[config.mk]
export PLATFORM = sky130hd
export DESIGN_NAME = bus_cycle_arbiter_flat
export DESIGN_NICKNAME = d
export VERILOG_FILES = /design/src/rtl/bus_cycle_arbiter_pkg.sv /design/src/rtl/bus_cycle_arbiter_if.sv /design/src/rtl/bus_cycle_arbiter_sat_counter.sv /design/src/rtl/bus_cycle_arbiter.sv /design/src/flat_wrapper.sv
export SDC_FILE = /design/constraint.sdc
export NUM_CORES = 1
export LEC_CHECK = 0
export CORE_ASPECT_RATIO = 1.2
export CORE_MARGIN = 3
export CORE_UTILIZATION = 30
export CTS_CLUSTER_DIAMETER = 200
export DETAILED_ROUTE_END_ITERATION = 7
export PLACE_DENSITY = 0.67
export SYNTH_ARGS = -nofsm -noshare
export SYNTH_HDL_FRONTEND = slang
export SYNTH_HIERARCHICAL = 1
export SYNTH_SLANG_ARGS = --single-unit
[constraint.sdc]
create_clock -name clk -period 2.8 [get_ports clk]
set_input_delay 0.28 -clock clk [delete_from_list [all_inputs] [get_ports clk]]
set_output_delay 0.28 -clock clk [all_outputs]
set_load 0.02 [all_outputs]
[src/rtl/bus_cycle_arbiter_pkg.sv]
// rtl/bus_cycle_arbiter_pkg.sv - shared state encoding and constants for the bus cycle arbiter
// Purpose: one place for the arbiter state encoding and sizing constants.
// Ports:   none (package).
package bus_cycle_arbiter_pkg;

    typedef enum logic [1:0] {
        ARB_CPU_OWN   = 2'd0,
        ARB_HALT_PEND = 2'd1,
        ARB_DMA_OWN   = 2'd2,
        ARB_COOLDOWN  = 2'd3
    } arb_state_e;

    localparam int ARB_MAX_BURST_DEFAULT = 8;
    localparam int ARB_BURST_W           = 4;   // holds burst lengths up to 15
    localparam int ARB_STOLEN_W          = 16;

endpackage

[src/rtl/bus_cycle_arbiter_if.sv]
// rtl/bus_cycle_arbiter_if.sv - CPU/DMA/memory bus bundle seen by the arbiter
// Purpose: groups the CPU, DMA and memory-map signals around the arbiter.
// Ports:   slave modport  = arbiter side (CPU/DMA/mem inputs, grant/mux outputs)
//          master modport = system side (drives CPU/DMA/mem, observes arbiter)
interface bus_cycle_arbiter_if;

    logic        phi_tick;
    logic [15:0] cpu_addr;
    logic        cpu_we;
    logic [7:0]  cpu_wdata;
    logic        dma_req;
    logic [15:0] dma_addr;
    logic [7:0]  mem_rdata;
    logic        cpu_rdy;
    logic        dma_grant;
    logic        dma_valid;
    logic [7:0]  dma_data;
    logic [15:0] mem_addr;
    logic        mem_we;
    logic [7:0]  mem_wdata;
    logic [15:0] stolen_cycles;

    modport slave (
        input  phi_tick, cpu_addr, cpu_we, cpu_wdata, dma_req, dma_addr, mem_rdata,
        output cpu_rdy, dma_grant, dma_valid, dma_data, mem_addr, mem_we, mem_wdata,
               stolen_cycles
    );

    modport master (
        output phi_tick, cpu_addr, cpu_we, cpu_wdata, dma_req, dma_addr, mem_rdata,
        input  cpu_rdy, dma_grant, dma_valid, dma_data, mem_addr, mem_we, mem_wdata,
               stolen_cycles
    );

endinterface

[src/rtl/bus_cycle_arbiter_sat_counter.sv]
// rtl/bus_cycle_arbiter_sat_counter.sv - saturating incrementer with enable
// Purpose: counts enabled clocks, sticking at all-ones instead of wrapping.
// Ports:   clk, rst (async, active-high), en_i (count this clock), count_o (current value)
module arb_sat_counter #(
    parameter int WIDTH = 16
) (
    input  logic             clk,
    input  logic             rst,
    input  logic             en_i,
    output logic [WIDTH-1:0] count_o
);

    logic [WIDTH-1:0] count_q;
    logic [WIDTH-1:0] count_d;

    always_comb begin
        count_d = count_q;
        if (en_i && (count_q != {WIDTH{1'b1}})) begin
            count_d = count_q + WIDTH'(1);
        end
    end

    always_ff @(posedge clk or posedge rst) begin
        if (rst) begin
            count_q <= '0;
        end else begin
            count_q <= count_d;
        end
    end

    assign count_o = count_q;

endmodule

[src/rtl/bus_cycle_arbiter.sv]
// rtl/bus_cycle_arbiter.sv - steals 6502 bus cycles for a video DMA engine
// Purpose: decides, once per CPU bus cycle (at phi_tick), whether the CPU or
//          the DMA engine owns the memory bus, stalls the CPU via cpu_rdy,
//          latches DMA read data and counts stolen cycles.
// Ports:   clk, rst (async, active-high), bus (slave modport of bus_cycle_arbiter_if)
// Params:  MAX_BURST (1..15) DMA cycles in a row before the CPU gets one cycle
module bus_cycle_arbiter
    import bus_cycle_arbiter_pkg::*;
#(
    parameter int MAX_BURST = ARB_MAX_BURST_DEFAULT
) (
    input  logic               clk,
    input  logic               rst,
    bus_cycle_arbiter_if.slave bus
);

    localparam logic [ARB_BURST_W-1:0] BURST_LAST = ARB_BURST_W'(MAX_BURST);

    arb_state_e             state_q, state_d;
    logic [ARB_BURST_W-1:0] burst_q, burst_d;
    logic [7:0]             dma_data_q, dma_data_d;
    logic                   dma_valid_q, dma_valid_d;
    logic [ARB_BURST_W-1:0] burst_inc;
    logic                   dma_done;
    logic                   dma_grant;

    // A tick seen while DMA owns the bus closes a completed DMA read.
    assign dma_done  = bus.phi_tick && (state_q == ARB_DMA_OWN);
    assign burst_inc = burst_q + ARB_BURST_W'(1);

    always_ff @(posedge clk or posedge rst) begin
        if (rst) begin
            state_q     <= ARB_CPU_OWN;
            burst_q     <= '0;
            dma_data_q  <= 8'h00;
            dma_valid_q <= 1'b0;
        end else begin
            state_q     <= state_d;
            burst_q     <= burst_d;
            dma_data_q  <= dma_data_d;
            dma_valid_q <= dma_valid_d;
        end
    end

    always_comb begin
        state_d     = state_q;
        burst_d     = burst_q;
        dma_data_d  = dma_data_q;
        dma_valid_d = 1'b0;
        if (bus.phi_tick) begin
            case (state_q)
                // CPU_OWN, HALT_PEND and COOLDOWN share one exit rule. COOLDOWN
                // ignores dma_req only during its own bus cycle, which it does
                // simply by lasting exactly one tick-to-tick cycle. A write
                // cycle cannot be stalled, so a request during one waits in
                // HALT_PEND until the CPU issues a read.
                ARB_CPU_OWN, ARB_HALT_PEND, ARB_COOLDOWN: begin
                    if (bus.dma_req) begin
                        state_d = bus.cpu_we ? ARB_HALT_PEND : ARB_DMA_OWN;
                    end else begin
                        state_d = ARB_CPU_OWN;
                    end
                end
                ARB_DMA_OWN: begin
                    dma_valid_d = 1'b1;
                    dma_data_d  = bus.mem_rdata;
                    if (!bus.dma_req) begin
                        state_d = ARB_CPU_OWN;
                        burst_d = '0;
                    end else if (burst_inc == BURST_LAST) begin
                        state_d = ARB_COOLDOWN;
                        burst_d = '0;
                    end else begin
                        burst_d = burst_inc;
                    end
                end
                default: begin
                    state_d = ARB_CPU_OWN;
                    burst_d = '0;
                end
            endcase
        end
    end

    arb_sat_counter #(
        .WIDTH (ARB_STOLEN_W)
    ) u_stolen (
        .clk     (clk),
        .rst     (rst),
        .en_i    (dma_done),
        .count_o (bus.stolen_cycles)
    );

    // Bus outputs decode straight from the state register so reset returns
    // the bus to the CPU without waiting for a clock edge.
    assign dma_grant     = (state_q == ARB_DMA_OWN);
    assign bus.dma_grant = dma_grant;
    assign bus.cpu_rdy   = (state_q == ARB_CPU_OWN) || (state_q == ARB_COOLDOWN);
    assign bus.mem_addr  = dma_grant ? bus.dma_addr : bus.cpu_addr;
    assign bus.mem_we    = bus.cpu_we && !dma_grant;
    assign bus.mem_wdata = bus.cpu_wdata;
    assign bus.dma_valid = dma_valid_q;
    assign bus.dma_data  = dma_data_q;

endmodule
[src/flat_wrapper.sv]
// flat-port wrapper written by rule: the top's interface ports become plain ports
module bus_cycle_arbiter_flat import bus_cycle_arbiter_pkg::*;
#(
    parameter int MAX_BURST = ARB_MAX_BURST_DEFAULT
)
  (clk, rst, bus_phi_tick, bus_cpu_addr, bus_cpu_we, bus_cpu_wdata, bus_dma_req, bus_dma_addr, bus_mem_rdata, bus_cpu_rdy, bus_dma_grant, bus_dma_valid, bus_dma_data, bus_mem_addr, bus_mem_we, bus_mem_wdata, bus_stolen_cycles);
  bus_cycle_arbiter_if bus_i ();
  input  logic clk;
  input  logic rst;
  input wire logic [$bits(bus_i.phi_tick)-1:0] bus_phi_tick;
  input wire logic [$bits(bus_i.cpu_addr)-1:0] bus_cpu_addr;
  input wire logic [$bits(bus_i.cpu_we)-1:0] bus_cpu_we;
  input wire logic [$bits(bus_i.cpu_wdata)-1:0] bus_cpu_wdata;
  input wire logic [$bits(bus_i.dma_req)-1:0] bus_dma_req;
  input wire logic [$bits(bus_i.dma_addr)-1:0] bus_dma_addr;
  input wire logic [$bits(bus_i.mem_rdata)-1:0] bus_mem_rdata;
  output wire logic [$bits(bus_i.cpu_rdy)-1:0] bus_cpu_rdy;
  output wire logic [$bits(bus_i.dma_grant)-1:0] bus_dma_grant;
  output wire logic [$bits(bus_i.dma_valid)-1:0] bus_dma_valid;
  output wire logic [$bits(bus_i.dma_data)-1:0] bus_dma_data;
  output wire logic [$bits(bus_i.mem_addr)-1:0] bus_mem_addr;
  output wire logic [$bits(bus_i.mem_we)-1:0] bus_mem_we;
  output wire logic [$bits(bus_i.mem_wdata)-1:0] bus_mem_wdata;
  output wire logic [$bits(bus_i.stolen_cycles)-1:0] bus_stolen_cycles;
  assign bus_i.phi_tick = bus_phi_tick;
  assign bus_i.cpu_addr = bus_cpu_addr;
  assign bus_i.cpu_we = bus_cpu_we;
  assign bus_i.cpu_wdata = bus_cpu_wdata;
  assign bus_i.dma_req = bus_dma_req;
  assign bus_i.dma_addr = bus_dma_addr;
  assign bus_i.mem_rdata = bus_mem_rdata;
  assign bus_cpu_rdy = bus_i.cpu_rdy;
  assign bus_dma_grant = bus_i.dma_grant;
  assign bus_dma_valid = bus_i.dma_valid;
  assign bus_dma_data = bus_i.dma_data;
  assign bus_mem_addr = bus_i.mem_addr;
  assign bus_mem_we = bus_i.mem_we;
  assign bus_mem_wdata = bus_i.mem_wdata;
  assign bus_stolen_cycles = bus_i.stolen_cycles;
  bus_cycle_arbiter #(.MAX_BURST(MAX_BURST)) u_core (.clk(clk), .rst(rst), .bus(bus_i));
endmodule
-- Word-level counts from Yosys, hierarchy flattened
Index checks and enable logic that the tools add are counted.
- add/subtract/negate cells: 2
- eq/ne operators: 6
- mux-type cells: 10
- reductions and logical operators: 9
- operators by type and width (kind ; count):
    adder 16 x 1 -> 16 bit (second input constant) ; 1
    2-to-1 mux 16 bit ; 1
    != test 16 bit (second input constant) ; 1
    2-to-1 mux 2 bit ; 4
    2-to-1 mux 4 bit ; 2
    adder 4 x 1 -> 4 bit (second input constant) ; 1
    equality test 2 bit (second input constant) ; 2
    equality test 4 bit (second input constant) ; 1
    case mux 2 bit (2 select lines) ; 1
    AND reduction 2 bit ; 2
    logical AND 1 bit ; 3
    != test 3 bit (second input constant) ; 1
    OR reduction 3 bit ; 1
    equality test 2 x 1 -> 1 bit (second input constant) ; 1
    logical NOT 2 bit ; 1
    2-to-1 mux 1 bit ; 2
    logical NOT 1 bit ; 1
    logical OR 1 bit ; 1
- flip-flop bits (word level): 31
- logic and storage cells: 32

-- Logic depth before layout (Yosys ltp)
Gate-level depths: netlist of the first run.
- depth in word-level cells: 5
- gate-level depth with buffers: 9
- mapped depth without buffers: 8

-- Cells and area by module
Netlist of the first run, hierarchy kept.
- by module, submodules not included (module ; times used ; cells each ; area an instance (um^2) ; sequential area each (um^2)):
    bus_cycle_arbiter ; 1 ; 106 ; 980.9 ; 375.4
    arb_sat_counter ; 1 ; 71 ; 805.8 ; 400.4

-- Least setup slack after synthesis of the first run
Ideal clock, no wire load.
- path kind: reg2reg
- start point: reg u_core.state_q[0]
- end point: reg u_core.u_stolen.count_q[14], in the netlist u_core/u_stolen/count_o[14]
- setup time: 125 ps
- arrival: 2017 ps
- setup slack: 659 ps
- cell stages (with the launch flop): 10
- period minus slack after synthesis: 2141 ps
- cells stage by stage: dfrtp_1 > inv_1 > ha_1 > nand2_1 > inv_1 > buf_2 > and4_1 > nand3_1 > nor2_1 > mux2_2
- word-level cells in the longest chain between the ends: 3
- RTL lines (what ; RTL line ; source):
    from (decl) ; bus_cycle_arbiter.sv:19 ; arb_state_e state_q, state_d;
    from (signal assigned) ; bus_cycle_arbiter.sv:38 ; state_q <= state_d;
    equality test 2 bit ; - ;
    net bus_dma_grant ; flat_wrapper.sv:18 ; output wire logic [$bits(bus_i.dma_grant)-1:0] bus_dma_grant;
    logical AND 1 bit ; bus_cycle_arbiter.sv:28 ; assign dma_done = bus.phi_tick && (state_q == ARB_DMA_OWN);
    net u_core.dma_done ; bus_cycle_arbiter.sv:24 ; logic dma_done;
    logical AND 1 bit ; bus_cycle_arbiter_sat_counter.sv:18 ; if (en_i && (count_q != {WIDTH{1'b1}})) begin
    to (signal assigned) ; bus_cycle_arbiter_sat_counter.sv:27 ; count_q <= count_d;
    to (decl) ; bus_cycle_arbiter_sat_counter.sv:13 ; logic [WIDTH-1:0] count_q;
The timed path passes the listed nets, and every way through them passes these cells.
A chain may end at the register's enable or synchronous reset.

-- Worst setup path in the final report of the first run
- start point: reg u_core.state_q[0]
- end point: out bus_mem_addr[5]
- word-level cells in the longest chain between the ends: 2
- RTL lines (what ; RTL line ; source):
    equality test 2 bit ; bus_cycle_arbiter.sv:96 ; assign dma_grant = (state_q == ARB_DMA_OWN);
    2-to-1 mux 16 bit ; bus_cycle_arbiter.sv:99 ; assign bus.mem_addr = dma_grant ? bus.dma_addr : bus.cpu_addr;
    to (decl) ; flat_wrapper.sv:21 ; output wire logic [$bits(bus_i.mem_addr)-1:0] bus_mem_addr;
Every way passes these cells.

==> metrics.cfg, run 1 <==
[route]
met1_length_um=1790
met2RoutedLength_um=2490
first_iter_violations=94
wl_um=4550
wire_per_inst_um=13.2
wl_met3_um=240
maxUsedRoutingLayer=met4
postRouteAntennaNets=0
avgViaCountPerCell=4.61
vias=1587
drc=0
drt_first_pass_iters=4

[logic_synthesis]
yosysUniqueCellTypes=37
synth_top_cell_area_share_pct=43.4
netlist_area_um2=1790
yosys.area.top_type=dfrtp_1
async_flop_share_pct=100
synth_edf_count=0
synth-seq-cells=31
synthFlopType=dfrtp_1
syn_nets=234
synth_warnings=6
syn_area_per_cell_um2=10.1
ys_seq_area_share_pct=43.4
netlist_instances=177
synth.top_cells.by_area=dfrtp_1 43%, mux2_2 11%, nand2_1 8.2%

[floorplanning]
die_y_um=90.5
fp-row-count=30
start_util_pct=31.3
floorplan.die_area_um2=6920
design.core.area_um2=5710
ios=105
die_w_um=76.5

[sta]
finClkSkew_ps=4.55
relSlewSlack_pct=59.0
final-hold-violation-count=0
fmax_ghz=0.421
min_period_ps=2380
setup-tns-final_ps=0
setup_violations=0
fin_crit_sh_pct=84.9
layout_setup_ws_ps=422
maxSlewViolCount=0
worstMarginPinSlew_ps=615
hold_slack_ps=383
rsz0062_at_grt=no

[global_routing]
grt_max_degree=20
grt_pass1_vias=1626
antenna_found_initial=0
track_usage_pct=13.7
grt_overflow_total=0
grt_first_pass_wirelength_um=7770

[clock_network]
ctsResizeCount=0
clock_latency_ps=280
cts_buffer_depth=2
clock-sinks=31
post_cts_buffers=0
path_clk_slew_ps=70
cts_tree=yes
numCtsBuffers=5
htree_levels=2
hold_buffers=0
root_buffer=clkbuf_8

[layout]
fin_nets=320
diodes=0
utilization_pct=49.1
design_area_um2=2800
layout-drive-gt1-share_pct=13.6
synthToLayoutAreaGrowth_pct=56.7
fill_cells=569

[critical_path]
cp-end-kind=primary output
cp-startpoint=u_core/state_q[0]$_DFFE_PP0P_
start_kind=flip-flop
cp.required_ps=2520
cp_data_arrival_time_ps=2100
cp-endpoint=bus_mem_addr[5]
rr_startpoint=u_core/state_q[0]$_DFFE_PP0P_
r2r_end=u_core/u_stolen/count_o[14]$_DFFE_PP0P_
reg2reg_depth=8
path_class=reg2out
critPathMaxFanout=19
r2r_slack_ps=940

[power]
p_int_mw=1.26
power.switching_mw=0.727
p_leak_nw=1.19
swShare_pct=36.5
irDropWorstVdd_uv=461
powerDensity_nw_per_um2=712
combPwrFrac_pct=45.8
clkPwrFrac_pct=19.5
pwr-share-seq_pct=34.6

[flow_run]
max-cap-violations=0

[place]
detailedPlace.worstSlack_ps=695
detailed_place_hpwl_um=3550
gp_congestion=0.748
place_area_um2=2700
numPortBuffers=88

[outcome]
status=finished clean

[hold_path]
hold_path_class=in2async

placed cells by master, fill, tap and decap left out, types with 2 or more instances in the layout:
| master | instances |
|---|---|
| a21oi_1 | 3 |
| and3_1 | 4 |
| and4_1 | 3 |
| buf_4 | 3 |
| clkbuf_8 | 7 |
| clkdlybuf4s50_1 | 88 |
| dfrtp_1 | 31 |
| ha_1 | 4 |
| inv_1 | 6 |
| mux2_2 | 18 |
| nand2_1 | 39 |
| nand2b_1 | 2 |
| nand3_1 | 9 |
| nand4_1 | 5 |
| nor2_1 | 3 |
| o21a_1 | 2 |
| o21ai_0 | 6 |
| xnor2_1 | 12 |
critical path: stages (launching register included):
cell and delay, ps:
dfrtp_1 390, inv_1 60, ha_1 190, buf_4 260, mux2_2 370, clkdlybuf4s50_1 540
cell usage after synthesis (2+ instances only):
library cell,number
xnor2_1,12
and4_1,3
nand3_1,9
buf_6,2
o21a_1,2
dfrtp_1,31
a21oi_1,3
nand2b_1,2
nand2_1,39
and3_1,4
nor2_1,3
nand4_1,5
mux2_2,18
inv_1,6
o21ai_0,6
ha_1,4
buf_4,8
registers in the layout (all words and copies together) (netlist names):
register	cells
u_core/bus.dma_data	8
u_core/u_stolen/count_o	16
u_core/bus.dma_valid	1
u_core/state_q	2
u_core/burst_q	4
worst min path at each step:
stage | cells past startpoint | slack [ps] | start | end
2_1_floorplan | 1 | 180 | rst | u_core/burst_q[0]$_DFFE_PP0P_
3_3_place_gp | 2 | 460 | u_core/bus.dma_data[0]$_DFFE_PP0P_ | u_core/bus.dma_data[0]$_DFFE_PP0P_
6_report | 2 | 380 | rst | u_core/state_q[1]$_DFFE_PP0P_
4_1_cts | 2 | 420 | rst | u_core/state_q[0]$_DFFE_PP0P_
5_1_grt | 2 | 440 | rst | u_core/state_q[0]$_DFFE_PP0P_
3_5_place_dp | 2 | 470 | u_core/bus.dma_data[5]$_DFFE_PP0P_ | u_core/bus.dma_data[5]$_DFFE_PP0P_
power by group through the flow:
stage               clock (mW)  sequential (mW)  combinational, mW
detailed placement           0            0.695              0.924
CTS                      0.403            0.690              0.928
finish                   0.389            0.690              0.913
global route             0.430            0.713              0.989
global placement             0            0.694              0.911
floorplan                    0            0.772              0.452
layer usage:
layer	up-vias	global-route usage (%)
li1	780	-
met1	758	14.9
met2	45	25.8
met3	4	4.39
met4	0	2.87
met5	-	0
cell families after synthesis:
logic type	count (synthesis)	synth area share [%]
multiplexers	19	11.9
AO/OA/AOI/OAI	18	7.07
AND/OR/NAND/NOR	74	22.1
adder cells (fa/ha/maj)	4	2.80
flip-flops	31	43.4
XOR/XNOR	13	6.37
buffers and inverters	18	6.37
cell type report:
| class | count | area [um^2] | area share [%] |
|---|---|---|---|
| multi-input cells | 128 | 897 | 32.1 |
| flip-flops and latches | 31 | 776 | 27.7 |
| clock buffers | 8 | 100 | 3.58 |
| inverters | 6 | 22.5 | 0.805 |
| repair buffers | 91 | 903 | 32.3 |
| well taps | 80 | 100 | 3.58 |
through the flow:
stage / cells / total power, mW
floorplan: 177 / 1.22
global placement: 336 / 1.61
detailed placement: 336 / 1.62
CTS: 344 / 2.02
global route: 344 / 2.13
finish: 344 / 1.99
No activity file was read; power rests on OpenSTA's default activity.
==> run 2, diff against run 1 <==
- clock period: 2.8 -> 2.4 ns (I/O delays scaled with it)
==> metrics.cfg, run 2 (synthesized netlist as in run 1, its figures left out) <==
[sta]
finClkSkew_ps=5.38
min_period_ps=2270
relSlewSlack_pct=58.3
maxSlewViolCount=0
fmax_ghz=0.441
setup_violations=0
final-hold-violation-count=0
rsz0062_at_grt=no
hold_slack_ps=356
worstMarginPinSlew_ps=625
fin_crit_sh_pct=94.4
setup-tns-final_ps=0

[layout]
fin_nets=321
final_common_cell=clkdlybuf4s50_1
synthToLayoutAreaGrowth_pct=56.6
layout_common_cells=88 x clkdlybuf4s50_1, 39 x nand2_1, 31 x dfrtp_1
utilization_pct=49.0
diodes=0
largest_reg_flops=16
layout-drive-gt1-share_pct=14.0

[power]
powerDensity_nw_per_um2=818
irDropWorstVdd_uv=387
p_leak_nw=1.19

[place]
gp_congestion=0.774
detailed_place_hpwl_um=3500
numPortBuffers=88

[global_routing]
grt_first_pass_wirelength_um=7650
grt_max_degree=21
grt_pass1_vias=1726
grt_overflow_total=0
track_usage_pct=13.4
antenna_found_initial=0

[flow_run]
max-cap-violations=0

[route]
wl_um=4430
postRouteAntennaNets=0
vias=1599
avgViaCountPerCell=4.65
drt_first_pass_iters=4
wire_per_inst_um=12.9
first_iter_violations=54
drc=0

[critical_path]
start_kind=flip-flop
cp-end-kind=primary output
r2r_slack_ps=620
cp.required_ps=2160
critPathMaxFanout=20
cp_data_arrival_time_ps=2030
path_class=reg2out
r2r_end=u_core/u_stolen/count_o[15]$_DFFE_PP0P_
rr_startpoint=u_core/state_q[0]$_DFFE_PP0P_
reg2reg_depth=9

[clock_network]
root_buffer=clkbuf_8
clock_latency_ps=280
numCtsBuffers=5
cts_buffer_depth=2
clock-sinks=31
htree_levels=2
path_clk_slew_ps=60
post_cts_buffers=0
cts_tree=yes

[hold_path]
hold_path_class=in2async

[floorplanning]
start_util_pct=31.3
fp-row-count=30
floorplan.die_area_um2=6920
design.core.area_um2=5710
ios=105
die_y_um=90.5
die_w_um=76.5

[outcome]
status=finished clean

-- run 2: worst max path at each step --
stage | from | end | slack [ps] | cells after the start
floorplan | u_core/state_q[0]$_DFFE_PP0P_ | u_core/u_stolen/count_o[14]$_DFFE_PP0P_ | 260 | 9
global placement | u_core/state_q[0]$_DFFE_PP0P_ | bus_mem_addr[5] | 390 | 5
detailed placement | bus_phi_tick | u_core/u_stolen/count_o[15]$_DFFE_PP0P_ | 380 | 8
CTS | u_core/state_q[0]$_DFFE_PP0P_ | bus_mem_addr[5] | 70 | 5
global route | u_core/state_q[0]$_DFFE_PP0P_ | bus_mem_addr[5] | 50 | 5
finish | u_core/state_q[0]$_DFFE_PP0P_ | bus_mem_addr[5] | 130 | 5
-- run 2: metrics by stage --
step,power (mW),setup slack (ps),cells,instance area [um^2]
after floorplan,1.43,259,177,1790
after global placement,1.88,392,337,2710
after detailed placement,1.90,378,337,2710
after CTS,2.32,68.7,344,2790
after global routing,2.44,47.2,344,2800
final,2.29,133,344,2800
-- run 2: power by group --
| group | switching [mW] | total (mW) | internal (mW) | leakage, nW |
|---|---|---|---|---|
| combinational | 0.511 | 1.07 | 0.561 | 0.747 |
| clock | 0.187 | 0.412 | 0.225 | 0.0470 |
| sequential | 0.145 | 0.804 | 0.659 | 0.400 |
-- run 2: what timing repair did --
action                                  CTS  global route
hold endpoints to repair                  0             0
endpoints found under the setup margin    0             5
gates resized for setup                   0             1
hold buffers                              0             0
-- run 2: cell type report --
| class | count | area (um^2) |
|---|---|---|
| flip-flops and latches | 31 | 776 |
| inverters | 6 | 22.5 |
| fillers | 575 | 2910 |
| multi-input cells | 128 | 897 |
| repair buffers | 92 | 915 |
| clock buffers | 6 | 82.6 |
| clock inverters | 1 | 5.00 |
| well taps | 80 | 100 |
-- run 2: routing by layer --
layer,up-vias,global-route usage [%],share of wire (%),wire length [um]
met2,39,25.6,56,2470
met3,5,2.79,4.5,200
met1,776,14.5,39,1720
li1,779,-,-,-
met5,-,0,0,0
met4,0,4.08,0.86,38
-- run 2: critical path, stage by stage (launching register included) --
cell and delay (ps):
dfrtp_1 390, inv_1 60, ha_1 170, buf_6 210, mux2_2 360, clkdlybuf4s50_1 550
